`config.mk`:
```
export PLATFORM = sky130hd
export DESIGN_NAME = hazard_ctrl
export DESIGN_NICKNAME = d
export VERILOG_FILES = /design/src/rtl/hazard_ctrl.sv
export SDC_FILE = /design/constraint.sdc
export NUM_CORES = 1
export LEC_CHECK = 0
export CORE_MARGIN = 2
export CORE_UTILIZATION = 43
export CTS_CLUSTER_DIAMETER = 150
export DETAILED_ROUTE_END_ITERATION = 12
export GPL_ROUTABILITY_DRIVEN = 0
export PLACE_DENSITY = 0.83
export SLEW_MARGIN = 15
export SYNTH_ARGS = -nofsm -noshare
export SYNTH_HDL_FRONTEND = slang
export SYNTH_SLANG_ARGS = --single-unit
```
`constraint.sdc`:
```
create_clock -name clk -period 4.09 [get_ports clk]
set_input_delay 0.409 -clock clk [delete_from_list [all_inputs] [get_ports clk]]
set_output_delay 0.409 -clock clk [all_outputs]
set_load 0.05 [all_outputs]
```
`src/rtl/hazard_ctrl.sv`:
```
// Hazard controller for a 5-stage MIPS pipeline: tracks in-flight producers through E/M/W,
// generates the D-stage stall and operand forwarding selects. Forwarding enabled by `HAZARD_FWD_EN.
module hazard_ctrl (
  input  logic       clk,
  input  logic       reset,
  input  logic [4:0] d_rs,
  input  logic [4:0] d_rt,
  input  logic [4:0] d_rd,
  input  logic       d_krt,
  input  logic [1:0] d_tuse1,
  input  logic [1:0] d_tuse2,
  input  logic [1:0] d_dreg,
  input  logic [1:0] d_tnew,
  output logic       stall,
  output logic [1:0] fwd_rs_d,
  output logic [1:0] fwd_rt_d,
  output logic [1:0] fwd_rs_e,
  output logic [1:0] fwd_rt_e,
  output logic       fwd_rt_m,
  output logic [4:0] w_dst
);

  typedef struct packed {
    logic [4:0] dst;
    logic [1:0] tnew;
    logic [4:0] rs;
    logic [4:0] rt;
  } stage_t;

  localparam stage_t NO_STAGE = '0;

  stage_t e_q, m_q, w_q;
  stage_t e_d, m_d, w_d;

  logic [4:0] d_dst;
  logic       rs_rd, rt_rd;
  logic [1:0] rs_hit, rt_hit;
  logic       unused_bits;

  function automatic logic [1:0] sat_dec(input logic [1:0] t);
    return (t == 2'd0) ? 2'd0 : t - 2'd1;
  endfunction

  // Returns 1/2/3 for the youngest stage whose dst matches src, 0 if none; $0 never matches.
  function automatic logic [1:0] find_hit(input logic [4:0] src, input stage_t s1,
                                          input stage_t s2, input stage_t s3);
    if (src == 5'd0)          return 2'd0;
    else if (s1.dst == src)   return 2'd1;
    else if (s2.dst == src)   return 2'd2;
    else if (s3.dst == src)   return 2'd3;
    else                      return 2'd0;
  endfunction

  function automatic logic [1:0] hit_tnew(input logic [1:0] hit, input stage_t s1,
                                          input stage_t s2, input stage_t s3);
    case (hit)
      2'd1:    return s1.tnew;
      2'd2:    return s2.tnew;
      2'd3:    return s3.tnew;
      default: return 2'd0;
    endcase
  endfunction

  always_comb begin
    d_dst  = 5'd0;
    case (d_dreg)
      2'd0:    d_dst = d_rt;
      2'd1:    d_dst = d_rd;
      2'd2:    d_dst = 5'd31;
      default: d_dst = 5'd0;
    endcase
    rs_rd  = (d_tuse1 != 2'd3);
    rt_rd  = d_krt;
    rs_hit = rs_rd ? find_hit(d_rs, e_q, m_q, w_q) : 2'd0;
    rt_hit = rt_rd ? find_hit(d_rt, e_q, m_q, w_q) : 2'd0;
  end

`ifdef HAZARD_FWD_EN
  logic [1:0] rs_tnew, rt_tnew, rs_e_hit, rt_e_hit;

  always_comb begin
    rs_tnew  = hit_tnew(rs_hit, e_q, m_q, w_q);
    rt_tnew  = hit_tnew(rt_hit, e_q, m_q, w_q);
    // E operands can only be supplied by older stages; NO_STAGE fills the E slot.
    rs_e_hit = find_hit(e_q.rs, NO_STAGE, m_q, w_q);
    rt_e_hit = find_hit(e_q.rt, NO_STAGE, m_q, w_q);

    stall    = ((rs_hit != 2'd0) && (rs_tnew > d_tuse1)) ||
               ((rt_hit != 2'd0) && (rt_tnew > d_tuse2));
    fwd_rs_d = ((rs_hit != 2'd0) && (rs_tnew == 2'd0)) ? rs_hit : 2'd0;
    fwd_rt_d = ((rt_hit != 2'd0) && (rt_tnew == 2'd0)) ? rt_hit : 2'd0;
    fwd_rs_e = ((rs_e_hit != 2'd0) && (hit_tnew(rs_e_hit, NO_STAGE, m_q, w_q) == 2'd0))
               ? rs_e_hit : 2'd0;
    fwd_rt_e = ((rt_e_hit != 2'd0) && (hit_tnew(rt_e_hit, NO_STAGE, m_q, w_q) == 2'd0))
               ? rt_e_hit : 2'd0;
    fwd_rt_m = (m_q.rt != 5'd0) && (m_q.rt == w_q.dst);
  end
`else
  // Without bypass paths any pending write in E or M must drain to W first.
  always_comb begin
    stall    = (rs_hit == 2'd1) || (rs_hit == 2'd2) ||
               (rt_hit == 2'd1) || (rt_hit == 2'd2);
    fwd_rs_d = 2'd0;
    fwd_rt_d = 2'd0;
    fwd_rs_e = 2'd0;
    fwd_rt_e = 2'd0;
    fwd_rt_m = 1'b0;
  end
`endif

  always_comb begin
    e_d = NO_STAGE;
    if (!stall) begin
      e_d.dst  = d_dst;
      e_d.tnew = sat_dec(d_tnew);
      e_d.rs   = rs_rd ? d_rs : 5'd0;
      e_d.rt   = rt_rd ? d_rt : 5'd0;
    end
    m_d      = e_q;
    m_d.tnew = sat_dec(e_q.tnew);
    w_d      = m_q;
    w_d.tnew = sat_dec(m_q.tnew);
  end

  always_ff @(posedge clk or posedge reset) begin
    if (reset) begin
      e_q <= NO_STAGE;
      m_q <= NO_STAGE;
      w_q <= NO_STAGE;
    end else begin
      e_q <= e_d;
      m_q <= m_d;
      w_q <= w_d;
    end
  end

  assign w_dst       = w_q.dst;
  assign unused_bits = ^{w_q.rs, w_q.rt, w_q.tnew, d_tuse2};

endmodule

```
# After elaboration in Yosys (flattened, before gate mapping)
# Index checks and enable logic that the tools add are counted.
classes:
  mux: 15
  eq_ne: 13
  add_sub_neg: 1
  n_reduce_logical: 7
ops:
  columns: ["operator", "count"]
  rows:
  - ["$eq A5 B5 Y1", 6]
  - ["$mux W2", 11]
  - ["$mux W17", 1]
  - ["$pmux W5 S3", 1]
  - ["$logic_not A5 Y1", 2]
  - ["$mux W5", 2]
  - ["$eq A2 B1 Y1 const B", 3]
  - ["$eq A2 B2 Y1 const B", 3]
  - ["$logic_not A2 Y1", 2]
  - ["$logic_or A1 B1 Y1", 3]
  - ["$ne A2 B2 Y1 const B", 1]
  - ["$sub A2 B1 Y2 const B", 1]
totals:
  inputBits: 26
  ff_bits: 15
  output_inout_bits: 15
  word_cells: 39

# Longest topological paths before layout
# Gate-level depths: netlist of run 1.
depth:
  word_depth: 11
  mapped_depth: 5
  ltp_nobuf: 5

# Least setup slack after synthesis of run 1
# OpenSTA, ideal clock, no wires.
synth_path:
  kind: "register -> output"
  start: "register e_q[15] (netlist name)"
  end: "output stall"
  t_arrival_ns: 1.351
  setup_slack_ns: 2.330
  t_required_ns: 3.681
  n_path_buf: 0
  path_stages_with_launch: 5
  cell_sequence: "dfrtp_1 -> xor2_1 -> nor3_1 -> a22oi_2 -> o22ai_4"
synth_via:
  elab_chain_cells: 8
  elab_cells_between_ends: 15
  cone_classes: "eq/ne (6); mux (6); reduce/logical (3)"
synth_rtl:
  columns: ["element", "line", "source"]
  rows:
  - ["start: declaration", "32", "stage_t e_q, m_q, w_q;"]
  - ["start signal: assignment", "127", "e_q <= NO_STAGE;"]
  - ["start signal: assignment", "131", "e_q <= e_d;"]
  - ["$eq A5 B5 Y1", "48", "else if (s1.dst == src) return 2'd1;"]
  - ["$mux W2", "48", null]
  - ["$mux W2", "47", "if (src == 5'd0) return 2'd0;"]
  - ["$mux W2", "74", "rs_hit = rs_rd ? find_hit(d_rs, e_q, m_q, w_q) : 2'd0;"]
  - ["$eq A2 B1 Y1 / $eq A2 B2 Y1 (equally long branches)", "101", "stall = (rs_hit == 2'd1) || (rs_hit == 2'd2) ||"]
  - ["$logic_or A1 B1 Y1 (2 in a row)", "101", null]
  - ["$logic_or A1 B1 Y1 (*)", "102", "(rt_hit == 2'd1) || (rt_hit == 2'd2);"]
  - ["end: declaration", "14", "output logic stall,"]
# Every way passes the cells marked *; elsewhere a longest branch is shown, timed or not.

# Final worst setup path of run 1
layout_path:
  start: "input d_rt[4]"
  end: "output stall"
layout_via:
  elab_chain_cells: 9
  elab_cells_between_ends: 13
  cone_classes: "eq/ne (5); mux (5); reduce/logical (3)"
layout_rtl:
  columns: ["element", "line", "source"]
  rows:
  - ["start: declaration", "7", "input logic [4:0] d_rt,"]
  - ["$eq A5 B5 Y1", "50", "else if (s3.dst == src) return 2'd3;"]
  - ["$mux W2", "50", null]
  - ["$mux W2", "49", "else if (s2.dst == src) return 2'd2;"]
  - ["$mux W2", "48", null]
  - ["$mux W2 (*)", "47", null]
  - ["$mux W2 (*)", "75", "rt_hit = rt_rd ? find_hit(d_rt, e_q, m_q, w_q) : 2'd0;"]
  - ["$eq A2 B1 Y1", "102", null]
  - ["$logic_or A1 B1 Y1", "101", null]
  - ["$logic_or A1 B1 Y1 (*)", "102", null]
# Marked as above.

==> results of run 1 <==
layout by cell type (no fill, tap or decap):
cell type,count
clkinv_2,1
or4_1,1
o21ai_4,1
o21ai_2,1
a22oi_2,2
dfrtp_1,15
inv_1,1
nand2_1,1
nor3_1,9
a211oi_2,5
or4_4,1
nand2b_1,5
nor2_1,4
clkdlybuf4s50_1,27
clkbuf_4,3
xor2_1,20
conb_1,9
o22ai_4,1
cell families (layout without fill, tap and decap cells):
logic type | after synthesis | count (layout) | share of synthesized area
buffers and inverters | 12 | 32 | 0.0896
AND/OR/NAND/NOR | 21 | 21 | 0.129
XOR/XNOR | 20 | 20 | 0.199
flip-flops | 15 | 15 | 0.427
other | 1 | 9 | 0.00426
AO/OA/AOI/OAI | 10 | 10 | 0.151
final timing paths:
check	start	depth (start not counted)	to
setup / recovery	d_rt[4]	6	stall
hold / removal	m_q[12]$_DFF_PP0_	0	w_dst[0]$_DFF_PP0_
setup reg to reg	e_q[14]$_DFF_PP0_	5	e_q[15]$_DFF_PP0_
hold reg to reg	m_q[12]$_DFF_PP0_	0	w_dst[0]$_DFF_PP0_
max in group asynchronous	reset	2	m_q[15]$_DFF_PP0_
min in group asynchronous	reset	2	w_dst[4]$_DFF_PP0_
sequential cells by signal (all words and copies together), names as in the netlist:
name and cells:
e_q 5, m_q 5, w_dst 5
report_power, final:
| group | switching (mW) | internal, mW |
|---|---|---|
| Clock | 0.0475 | 0.0364 |
| Combinational | 0.0980 | 0.0656 |
| Sequential | 0.0198 | 0.171 |
stage by stage:
| stage | util | power [mW] | cell area (sq um) |
|---|---|---|---|
| floorplan | - | 0.309 | 910 |
| global placement | 0.586 | 0.355 | 1140 |
| detailed placement | 0.586 | 0.361 | 1140 |
| CTS | 0.601 | 0.444 | 1170 |
| global route | 0.601 | 0.463 | 1170 |
| finish | 0.601 | 0.439 | 1170 |
cell type report:
cell class	instances	area share
clock inverters	1	0.00429
flip-flops and latches	15	0.322
repair buffers	27	0.232
multi-input cells	60	0.391
clock buffers	3	0.0193
well taps	27	0.0290
inverters	1	0.00322
metal layers:
layer	wire, microns	global-route usage	up-vias
met2	818	0.270	31
met5	0	0	-
li1	-	-	306
met1	609	0.154	295
met4	50	0.100	0
met3	135	0.0368	7
==> results.toml, run 1 <==
[worst_setup_path]
crit_buf_inv = 2
required_ps = 3680
path_cells = "clkdlybuf4s50_1 > xor2_1 > nor3_1 > a22oi_2 > o22ai_4 > clkdlybuf4s50_1"
crit_arrival_ps = 2690
cpMostUsedCell = "clkdlybuf4s50_1"
crit_path_max_fanout = 6
path_delay_family = "buffers and inverters"
cp_slowest_stage_delay_ps = 870
worstSetupPathType = "input pin to primary output"
worst_path_max_delay_cell = "clkdlybuf4s50_1"
critPathCaptureType = "primary output"
rrSetupSlack_ps = 2610
critPathLaunchType = "input pin"

[synthesis]
yosysMostFrequentCell = "xor2_1"
synth_ff_type = "dfrtp_1"
synth_cell_types = 17
synth_edf_count = 0
async_reset_ff_frac = 1.00
synth.top_cell.area_share = 0.427
synth_common_cells = "xor2_1 (20), dfrtp_1 (15), buf_4 (9), nor3_1 (9)"
yosys-top-cells-area = "dfrtp_1 (43%), xor2_1 (20%), buf_4 (7.7%)"
yosysTopAreaCell = "dfrtp_1"
postSynthCellCount = 79
ys.warnings.count = 0
ys_seq_area_frac = 0.427
synth_seq_cells = 15
synth_area_sq_um = 880
syn_avg_cell_area_sq_um = 11.1

[detailed_routing]
drt_wl_total_microns = 1610
vias_per_cell = 4.77
routedWlPerCell_microns = 12.0
vias = 639
drcViolationCount = 0
ant_nets = 0
drt-initial-drc-count = 8
drtPass1Iterations = 4

[timing]
slew_violations = 0
worst_slack_ps = 988
max_freq_mhz = 322
hold_violations = 0
timing.final.crit_period_ps = 3100
max-slew-margin-rel = 0.636
fin_tns_setup_ps = 0
tightest_slew_ps = 546
finalCritPeriodShare = 0.758
setup-violations-final = 0
whs_ps = 437
fin_skew_ps = 8.90
rsz0062_at_grt = "false"

[job]
drv_cap = 0

[floorplan]
ios = 41
die_area_sq_mm = 0.00242
start_util = 0.453
core-area_sq_mm = 0.00194
fp.dieW_microns = 49.2
chipHeight_microns = 49.2
fp-row-count = 16

[place]
dpl_worst_slack_ps = 970
port_buffers = 27
dpl.cell_count = 130
hpwlAfterDp_microns = 1370

[clock_network]
cts_root_buf = "clkbuf_4"
cts_tree = "built"
cts.hold.buffers_added = 0
cts_buffers = 3
post-cts-setup-buffers = 0
htreeDepth = 1
cts_buffer_depth = 2
cts.sinks = 15
clk_latency_ps = 290
ctsResizeCount = 0
path_clk_slew_ps = 80

[global_route]
grt_use_total = 0.151
grt_pass1_vias = 640
grt_max_degree = 16
grt_overflow = 0
antenna_found_initial = 0
grt_pass1_wl_microns = 2680

[layout]
n_antenna_cell = 0
nets = 134
fillers = 174
multi_input_area_sq_um = 455
final_cells = 134
drive_gt1_frac = 0.140
regArea_sq_um = 375
syn_to_final_growth_pct = 32.6

[power]
powerDensity_mw_per_mm2 = 376
ir_drop_mv = 0.241
power.leakage_nw = 0.474

[status]
status = "finished clean"

[hold_path]
min_path_type = "flip-flop to flip-flop"
Power figures use the tool's default switching activity.
==> run 2, diff against run 1 <==
--- a/config.mk
+++ b/config.mk
@@ -6,11 +6,11 @@
 export NUM_CORES = 1
 export LEC_CHECK = 0
 export CORE_MARGIN = 2
-export CORE_UTILIZATION = 43
+export CORE_UTILIZATION = 40
 export CTS_CLUSTER_DIAMETER = 150
 export DETAILED_ROUTE_END_ITERATION = 12
 export GPL_ROUTABILITY_DRIVEN = 0
-export PLACE_DENSITY = 0.83
+export PLACE_DENSITY = 0.78
 export SLEW_MARGIN = 15
 export SYNTH_ARGS = -nofsm -noshare
 export SYNTH_HDL_FRONTEND = slang
==> constraint.sdc (replaced) <==
create_clock -name clk -period 3.2 [get_ports clk]
set_input_delay 0.32 -clock clk [delete_from_list [all_inputs] [get_ports clk]]
set_output_delay 0.32 -clock clk [all_outputs]
set_load 0.05 [all_outputs]
==> run 2 against run 1 <==
Effect of this change:
- first-iteration DRC count down 88%
- global-route usage down 1.7 points
- clock power increased by 25%
- clock-buffer cell count is the same
- sequential share of layout area unchanged
- die area up 6.9%
- clock skew down 5.9 ps
- core utilization decreased by 2.4 points
- worst hold slack lost 56 ps
- final area unchanged
- flip-flop and latch count is the same
- sequential power is 28% higher
- critical endpoint unchanged
- largest power group unchanged
==> results.toml, run 2 (same netlist as run 1, synthesis figures left out) <==
[status]
status = "finished clean"

[power]
powerDensity_mw_per_mm2 = 478
power.leakage_nw = 0.474
ir_drop_mv = 0.273

[timing]
max-slew-margin-rel = 0.626
hold_violations = 0
slew_violations = 0
tightest_slew_ps = 560
fin_tns_setup_ps = 0
whs_ps = 381
setup-violations-final = 0
rsz0062_at_grt = "false"
timing.final.crit_period_ps = 2860
worst_slack_ps = 339
finalCritPeriodShare = 0.894
fin_skew_ps = 3.04
max_freq_mhz = 350

[detailed_routing]
drt_wl_total_microns = 1530
vias_per_cell = 4.60
drtPass1Iterations = 3
ant_nets = 0
routedWlPerCell_microns = 11.4
vias = 616
drcViolationCount = 0
drt-initial-drc-count = 1

[clock_network]
cts_buffer_depth = 2
clk_latency_ps = 280
cts_tree = "built"
post-cts-setup-buffers = 0
cts.sinks = 15
path_clk_slew_ps = 90
cts_buffers = 3
cts.hold.buffers_added = 0
cts_root_buf = "clkbuf_4"
ctsResizeCount = 0
htreeDepth = 1

[worst_setup_path]
cp_slowest_stage_delay_ps = 870
worstSetupPathType = "input pin to primary output"
path_delay_family = "buffers and inverters"
critPathCaptureType = "primary output"
required_ps = 2880
worst_path_max_delay_cell = "clkdlybuf4s50_1"
crit_path_max_fanout = 6
critPathLaunchType = "input pin"
path_cells = "clkdlybuf4s50_1 > xor2_1 > nor3_1 > a22oi_2 > o22ai_4 > clkdlybuf4s50_1"
crit_buf_inv = 2
crit_arrival_ps = 2540
cpMostUsedCell = "clkdlybuf4s50_1"

[floorplan]
start_util = 0.435
fp-row-count = 16
die_area_sq_mm = 0.00259
fp.dieW_microns = 50.9
ios = 41
chipHeight_microns = 50.9
core-area_sq_mm = 0.00202

[place]
placed_area_sq_mm = 0.00114
port_buffers = 27
dpl_worst_slack_ps = 330
hpwlAfterDp_microns = 1310

[hold_path]
min_path_type = "input pin to async pin"

[layout]
drive_gt1_frac = 0.140
final_common_cell = "clkdlybuf4s50_1"
final_cell_area_sq_mm = 0.00117
nets = 134
syn_to_final_growth_pct = 32.6
mostFrequentLayoutCells = "clkdlybuf4s50_1 (27), xor2_1 (20), dfrtp_1 (15)"
n_antenna_cell = 0

[job]
drv_cap = 0

[global_route]
antenna_found_initial = 0
grt_max_degree = 16
grt_use_total = 0.134
grt_overflow = 0
grt_pass1_vias = 622
grt_pass1_wl_microns = 2540
==> run 2: path summary, 6_finish.rpt <==
check | depth (start not counted) | startpoint | to | slack, ps
worst max-delay path | 6 | d_rt[4] | stall | 340
min in group clk | 0 | m_q[13]$_DFF_PP0_ | w_dst[1]$_DFF_PP0_ | 450
worst min-delay path | 2 | reset | w_dst[1]$_DFF_PP0_ | 380
max in group asynchronous | 2 | reset | w_dst[0]$_DFF_PP0_ | 2450
worst max register to register | 5 | e_q[14]$_DFF_PP0_ | e_q[15]$_DFF_PP0_ | 1770
worst min register to register | 0 | m_q[13]$_DFF_PP0_ | w_dst[1]$_DFF_PP0_ | 450
==> run 2: report_power, final <==
| part | leakage, nW | internal (mW) | switching [mW] |
|---|---|---|---|
| Sequential | 0.174 | 0.219 | 0.0258 |
| Clock | 0.0177 | 0.0465 | 0.0590 |
| Combinational | 0.282 | 0.0838 | 0.123 |
| Total | 0.474 | 0.349 | 0.208 |
==> run 2: layout make-up <==
| class | instances | area [sq um] |
|---|---|---|
| Clock buffer | 3 | 22.5 |
| Inverter | 1 | 3.75 |
| Timing Repair Buffer | 27 | 270 |
| Tap cell | 27 | 33.8 |
| Clock inverter | 1 | 5.00 |
| Fill cell | 189 | 856 |
| Sequential cell | 15 | 375 |
| Multi-Input combinational cell | 60 | 455 |
==> run 2: per-stage QoR <==
step                utilization  total power [mW]  instances
detailed placement        0.563             0.458        130
floorplan                     -             0.395         87
finish                    0.577             0.557        134
CTS                       0.577             0.563        134
global route              0.577             0.590        134
global placement          0.563             0.453        130
==> run 2: routing by layer <==
metal	GRT usage	vias to the layer above	wire, microns
met5	0	-	0
met4	0.0676	0	34
met3	0.0351	5	156
met2	0.235	36	704
met1	0.150	271	638
li1	-	304	-
